## src/rtl/vm_coin_sequencer.sv

```systemverilog
// Customer-side coin driver for the vending core: turns accepted coin requests into
// fixed-width one-hot coin pulses, tracks credit and reports the core's vend outcome.
module vm_coin_sequencer #(
    parameter int PULSE_CYCLES = 4,
    parameter int GAP_CYCLES   = 2,
    parameter int PRICE        = 15,
    parameter int TIMEOUT      = 16
) (
    input  logic       clk,
    input  logic       rst,
    input  logic       req_valid,
    output logic       req_ready,
    input  logic [1:0] req_coin,
    output logic       coin_5,
    output logic       coin_10,
    input  logic       vm_dispense,
    input  logic       vm_change,
    output logic [4:0] credit,
    output logic       busy,
    output logic       done_valid,
    output logic       done_change,
    output logic       err_change,
    output logic       err_timeout,
    output logic       err_spurious,
    output logic       err_illegal
);

    localparam int CNT_MAX_A = (PULSE_CYCLES > GAP_CYCLES) ? PULSE_CYCLES : GAP_CYCLES;
    localparam int CNT_MAX   = (CNT_MAX_A > TIMEOUT) ? CNT_MAX_A : TIMEOUT;
    localparam int CNT_W     = $clog2(CNT_MAX + 1);

    typedef enum logic [1:0] {IDLE, DRIVE, GAP, WAIT_VEND} state_t;

    state_t           state, state_n;
    logic [CNT_W-1:0] cnt, cnt_n;
    logic [4:0]       credit_n;
    logic             coin_sel_10, coin_sel_10_n;
    logic             coin_5_n, coin_10_n;
    logic             done_valid_n, done_change_n, err_change_n;
    logic             err_timeout_n, err_spurious_n, err_illegal_n;
    logic             legal_coin;

    assign legal_coin = (req_coin == 2'b01) || (req_coin == 2'b10);

    // Both ready and busy depend only on the state register, so they stay glitch-free.
    assign req_ready = (state == IDLE);
    assign busy      = (state != IDLE);

    always_comb begin
        state_n        = state;
        cnt_n          = cnt;
        credit_n       = credit;
        coin_sel_10_n  = coin_sel_10;
        coin_5_n       = 1'b0;
        coin_10_n      = 1'b0;
        done_valid_n   = 1'b0;
        done_change_n  = 1'b0;
        err_change_n   = 1'b0;
        err_timeout_n  = 1'b0;
        err_illegal_n  = 1'b0;
        err_spurious_n = vm_dispense && (state != WAIT_VEND);

        case (state)
            IDLE: begin
                if (req_valid) begin
                    if (legal_coin) begin
                        coin_sel_10_n = req_coin[1];
                        credit_n      = credit + (req_coin[1] ? 5'd10 : 5'd5);
                        coin_5_n      = !req_coin[1];
                        coin_10_n     = req_coin[1];
                        cnt_n         = '0;
                        state_n       = DRIVE;
                    end else begin
                        err_illegal_n = 1'b1;
                    end
                end
            end
            DRIVE: begin
                // The line was raised on the handshake edge, so this state holds it for the rest.
                if (cnt == CNT_W'(PULSE_CYCLES - 1)) begin
                    cnt_n   = '0;
                    state_n = GAP;
                end else begin
                    coin_5_n  = !coin_sel_10;
                    coin_10_n = coin_sel_10;
                    cnt_n     = cnt + 1'b1;
                end
            end
            GAP: begin
                if (cnt == CNT_W'(GAP_CYCLES - 1)) begin
                    cnt_n   = '0;
                    state_n = (credit >= 5'(PRICE)) ? WAIT_VEND : IDLE;
                end else begin
                    cnt_n = cnt + 1'b1;
                end
            end
            WAIT_VEND: begin
                // A dispense on the last counted cycle wins over the timeout.
                if (vm_dispense) begin
                    done_valid_n  = 1'b1;
                    done_change_n = vm_change;
                    err_change_n  = (vm_change != (credit > 5'(PRICE)));
                    credit_n      = '0;
                    cnt_n         = '0;
                    state_n       = IDLE;
                end else if (cnt == CNT_W'(TIMEOUT - 1)) begin
                    err_timeout_n = 1'b1;
                    credit_n      = '0;
                    cnt_n         = '0;
                    state_n       = IDLE;
                end else begin
                    cnt_n = cnt + 1'b1;
                end
            end
            default: begin
                state_n = IDLE;
                cnt_n   = '0;
            end
        endcase
    end

    always_ff @(posedge clk) begin
        if (rst) begin
            state        <= IDLE;
            cnt          <= '0;
            credit       <= '0;
            coin_sel_10  <= 1'b0;
            coin_5       <= 1'b0;
            coin_10      <= 1'b0;
            done_valid   <= 1'b0;
            done_change  <= 1'b0;
            err_change   <= 1'b0;
            err_timeout  <= 1'b0;
            err_spurious <= 1'b0;
            err_illegal  <= 1'b0;
        end else begin
            state        <= state_n;
            cnt          <= cnt_n;
            credit       <= credit_n;
            coin_sel_10  <= coin_sel_10_n;
            coin_5       <= coin_5_n;
            coin_10      <= coin_10_n;
            done_valid   <= done_valid_n;
            done_change  <= done_change_n;
            err_change   <= err_change_n;
            err_timeout  <= err_timeout_n;
            err_spurious <= err_spurious_n;
            err_illegal  <= err_illegal_n;
        end
    end

endmodule

```

## config.mk

```make
export PLATFORM = sky130hd
export DESIGN_NAME = vm_coin_sequencer
export DESIGN_NICKNAME = d
export VERILOG_FILES = /design/src/rtl/vm_coin_sequencer.sv
export SDC_FILE = /design/constraint.sdc
export NUM_CORES = 1
export LEC_CHECK = 0
export BUFFER_PORTS_ARGS = -buffer_cell sky130_fd_sc_hd__buf_4
export CELL_PAD_IN_SITES_DETAIL_PLACEMENT = 1
export CELL_PAD_IN_SITES_GLOBAL_PLACEMENT = 1
export CORE_MARGIN = 5
export CORE_UTILIZATION = 44
export CTS_CLUSTER_DIAMETER = 150
export DETAILED_ROUTE_END_ITERATION = 6
export MAX_ROUTING_LAYER = met4
export PLACE_DENSITY = 0.93
export SLEW_MARGIN = 20
export SYNTH_ARGS = -nofsm -noshare
export SYNTH_HDL_FRONTEND = slang
export SYNTH_SLANG_ARGS = --single-unit
```

## constraint.sdc

```tcl
create_clock -name clk -period 5.7 [get_ports clk]
set_clock_uncertainty 0.2 [all_clocks]
set_input_delay 0 -clock clk [delete_from_list [all_inputs] [get_ports clk]]
set_output_delay 0 -clock clk [all_outputs]
set_load 0.01 [all_outputs]
```

==> flow_summary_export.csv <==
group,metric,value,unit
power,p_seq_share,53.5,%
route,dr.pass1.iters,4,
critical_path,crit_path_end_kind,"register",
die,start_util,46.90,%
status,run_status,"finished clean",
route,drt-wirelength-per-cell,16.48,um
timing,finalSetupTns,0,ns
critical_path,max_stage_delay,0.62,ns
logic_synthesis,yosysTopAreaCell,"dfxtp_1",
clock_network,cts.clk_slew.worst_paths,0.12,ns
critical_path,cp_num_buf_inv,1,
die,dieArea,3855,um2
finish,drive_above_1_share,20.51,%
critical_path,cpMaxStageDelayCell,"or4bb_2",
timing,rsz0062_at_grt,"false",
clock_network,numCtsBuffers,3,
logic_synthesis,yosys_warnings,0,
logic_synthesis,synthFlopType,"dfxtp_1",
run,drv_cap,0,
global_route,grt_antenna_before_repair,0,
critical_path,critPathTopFamily,"simple AND/OR/NAND/NOR gates",
critical_path,r2r_slack,3.33,ns
timing,layout_min_cycle_time,2.370,ns
critical_path,crit_arrival,2.42,ns
die,die_y,62.09,um
global_route,gr-usage-all-layers,19.25,%
logic_synthesis,synth_edf_count,0,
global_route,grt_pass1_vias,1125,
timing,slew_headroom,45.50,%
clock_network,clock_path_buffers,2,
clock_network,h-tree-depth,1,
die,core_area,2545,um2
logic_synthesis,seq_area_frac_synth,35.22,%
critical_path,start_kind,"register",
clock_network,cts_root_buf,"clkbuf_4",
power,pwr-share-clk,24.5,%
critical_path,crit_path_cell_trace,"ha_1 > nand3_1 > inv_1 > ha_1 > or4bb_2 > o221ai_2 > o21ai_0 > a21oi_1",
worst_hold_path,min-delay-start,"vm_change",
logic_synthesis,synth_nets,146,
critical_path,cp.required,5.75,ns
critical_path,cp_common_cell,"ha_1",
power,power.leakage,0.6251,nW
power,power_frac_comb,22.1,%
clock_network,insertion_delay,0.31,ns
finish,diodes,0,
timing,tightest_slew,0.8102,ns
timing,fin_crit_sh,41.59,%
die,rows,18,
timing,hold_violations,0,
route,route.detailed.drc,0,
logic_synthesis,async_flop_share,0,%
die,chipWidth,62.09,um
place,place_hpwl,2.279,mm
clock_network,cts.sink_count,21,
power,p_sw,0.00009021,W
power,cellPowerDensity,210.5,nW/um2
logic_synthesis,netlist_top_cells_area,"dfxtp_1 (35%), ha_1 (10%), inv_1 (3.8%)",
route,routed_wl,3.066,mm
finish,nets,175,
die,io_pins,22,
route,ant_nets,0,
place,io_buffers,21,
power,power,0.0003020,W
global_route,grt_start_max_net_pins,22,
worst_hold_path,min_to,"done_change",
logic_synthesis,synth_area,1194,um2
worst_hold_path,min_path_cells,3,
power,ir_drop,0.1723,mV
place,gp_congestion,0.7968,
logic_synthesis,syn_avg_cell_area,9.325,um2
timing,holdWs,0.2607,ns
power,switching_share,29.87,%
critical_path,regToRegStartpoint,"cnt[0]",
logic_synthesis,syn_inst,128,
power,p_int,0.0002118,W
global_route,grt_pass1_wl,5.271,mm
route,avgViaCountPerCell,5.661,
timing,drv_slew,0,
critical_path,path_class,"register to register",
clock_network,postCtsSetupBuffers,0,
clock_network,ctsResizeCount,0,
logic_synthesis,synth_top_area_share,35.22,%
logic_synthesis,synth_cell_types,45,
finish,largestRegisters,"cnt x5, credit x5, state x2",
logic_synthesis,synth_seq_cells,21,
critical_path,crit_cells,8,
critical_path,crit_fanout,8,
finish,fill_cells,303,
worst_hold_path,min_path_type,"input port to register",
timing,fmax,421.9,MHz
route,num_vias,1053,
critical_path,reg2reg_depth,8,
finish,area_delta_synth_final,20.23,%
critical_path,reg2reg_to,"state[1]",
route,drtIter0Drc,19,
clock_network,cts_tree,"built",
global_route,overflow,0,
timing,setup_violations,0,
[metal layers]
layer	GRT usage (%)	part of all wire, %	vias to the layer above
met3	2.686	4.7	7
met4	7.273	1.7	0
met2	33.73	50	29
li1	-	-	515
met5	-	0	-
met1	21.97	44	502
[cell type report]
class / instances / area (um2) / area share, %
clock buffers: 4 / 26.28 / 1.831
inverters: 12 / 45.04 / 3.139
multi-input cells: 90 / 668.1 / 46.56
flip-flops and latches: 21 / 420.4 / 29.29
well taps: 30 / 37.54 / 2.616
repair buffers: 29 / 237.7 / 16.56
[cells in the final DEF (no fill, tap or decap), types with 5 or more instances in the layout]
cell	Yosys	final
buf_4	1	21
nor3_1	8	8
a21oi_1	6	6
dfxtp_1	21	21
a31oi_1	5	5
inv_1	12	12
dlygate4sd3_1	0	8
nor2_1	12	12
ha_1	10	10
nand2_1	6	6
[what timing repair did]
action,in CTS,in global routing
hold buffers,8,0
endpoints found under the setup margin,0,0
endpoints found under the hold margin,20,0
[synthesized netlist by cell type, drive strengths merged, types with 2 or more instances]
cell / count
dfxtp: 21
nor2: 13
inv: 12
ha: 10
nor3: 8
a21oi: 7
nand2: 6
a31oi: 5
nand3: 4
nand3b: 4
clkbuf: 3
nor2b: 3
nor4b: 3
buf: 2
o21ai: 2
or2b: 2
[logic make-up after synthesis]
logic type | Yosys count | synth area share, %
simple gates | 53 | 27.99
compound gates | 24 | 14.26
flops | 21 | 35.22
buf+inv | 17 | 8.805
fa+ha+maj | 11 | 12.16
xor+xnor | 1 | 0.7339
mux | 1 | 0.8386
[stage by stage]
stage                     instances  cell area, um2  utilization, %  worst slack, ns
after floorplan                 128            1194               -            3.556
after global placement          174            1329           52.21            3.471
after detailed placement        174            1329           52.21            3.375
after CTS                       186            1435           56.39            3.336
after global routing            186            1435           56.39            3.195
final                           186            1435           56.39            3.330
[worst reg2reg max path: cells and delay by family, from the launching register on]
kind / cells / cell delay, ns
AO/OA/AOI/OAI: 3 / 0.49
adder cells (fa/ha/maj): 2 / 0.46
buffers and inverters: 1 / 0.06
flip-flops: 1 / 0.37
AND/OR/NAND/NOR: 2 / 0.74
[power groups by stage]
stage	logic, W	registers [W]	clock network [W]
2_1_floorplan	0.0000418	0.000163	0
3_3_place_gp	0.0000583	0.000164	0
3_5_place_dp	0.0000621	0.000165	0
4_1_cts	0.0000662	0.000161	0.0000774
5_1_grt	0.0000729	0.000163	0.0000813
6_report	0.0000666	0.000161	0.0000739
[how the worst max path moves through the flow]
stage	from	end	slack, ns
6_report	cnt[0]	state[1]	3.33
5_1_grt	cnt[0]	cnt[2]	3.20
4_1_cts	cnt[0]	cnt[2]	3.34
3_5_place_dp	cnt[0]	credit[4]	3.37
3_3_place_gp	cnt[0]	state[1]	3.47
2_1_floorplan	cnt[0]	state[1]	3.56
Note: power is estimated with default switching activity, not from simulation.
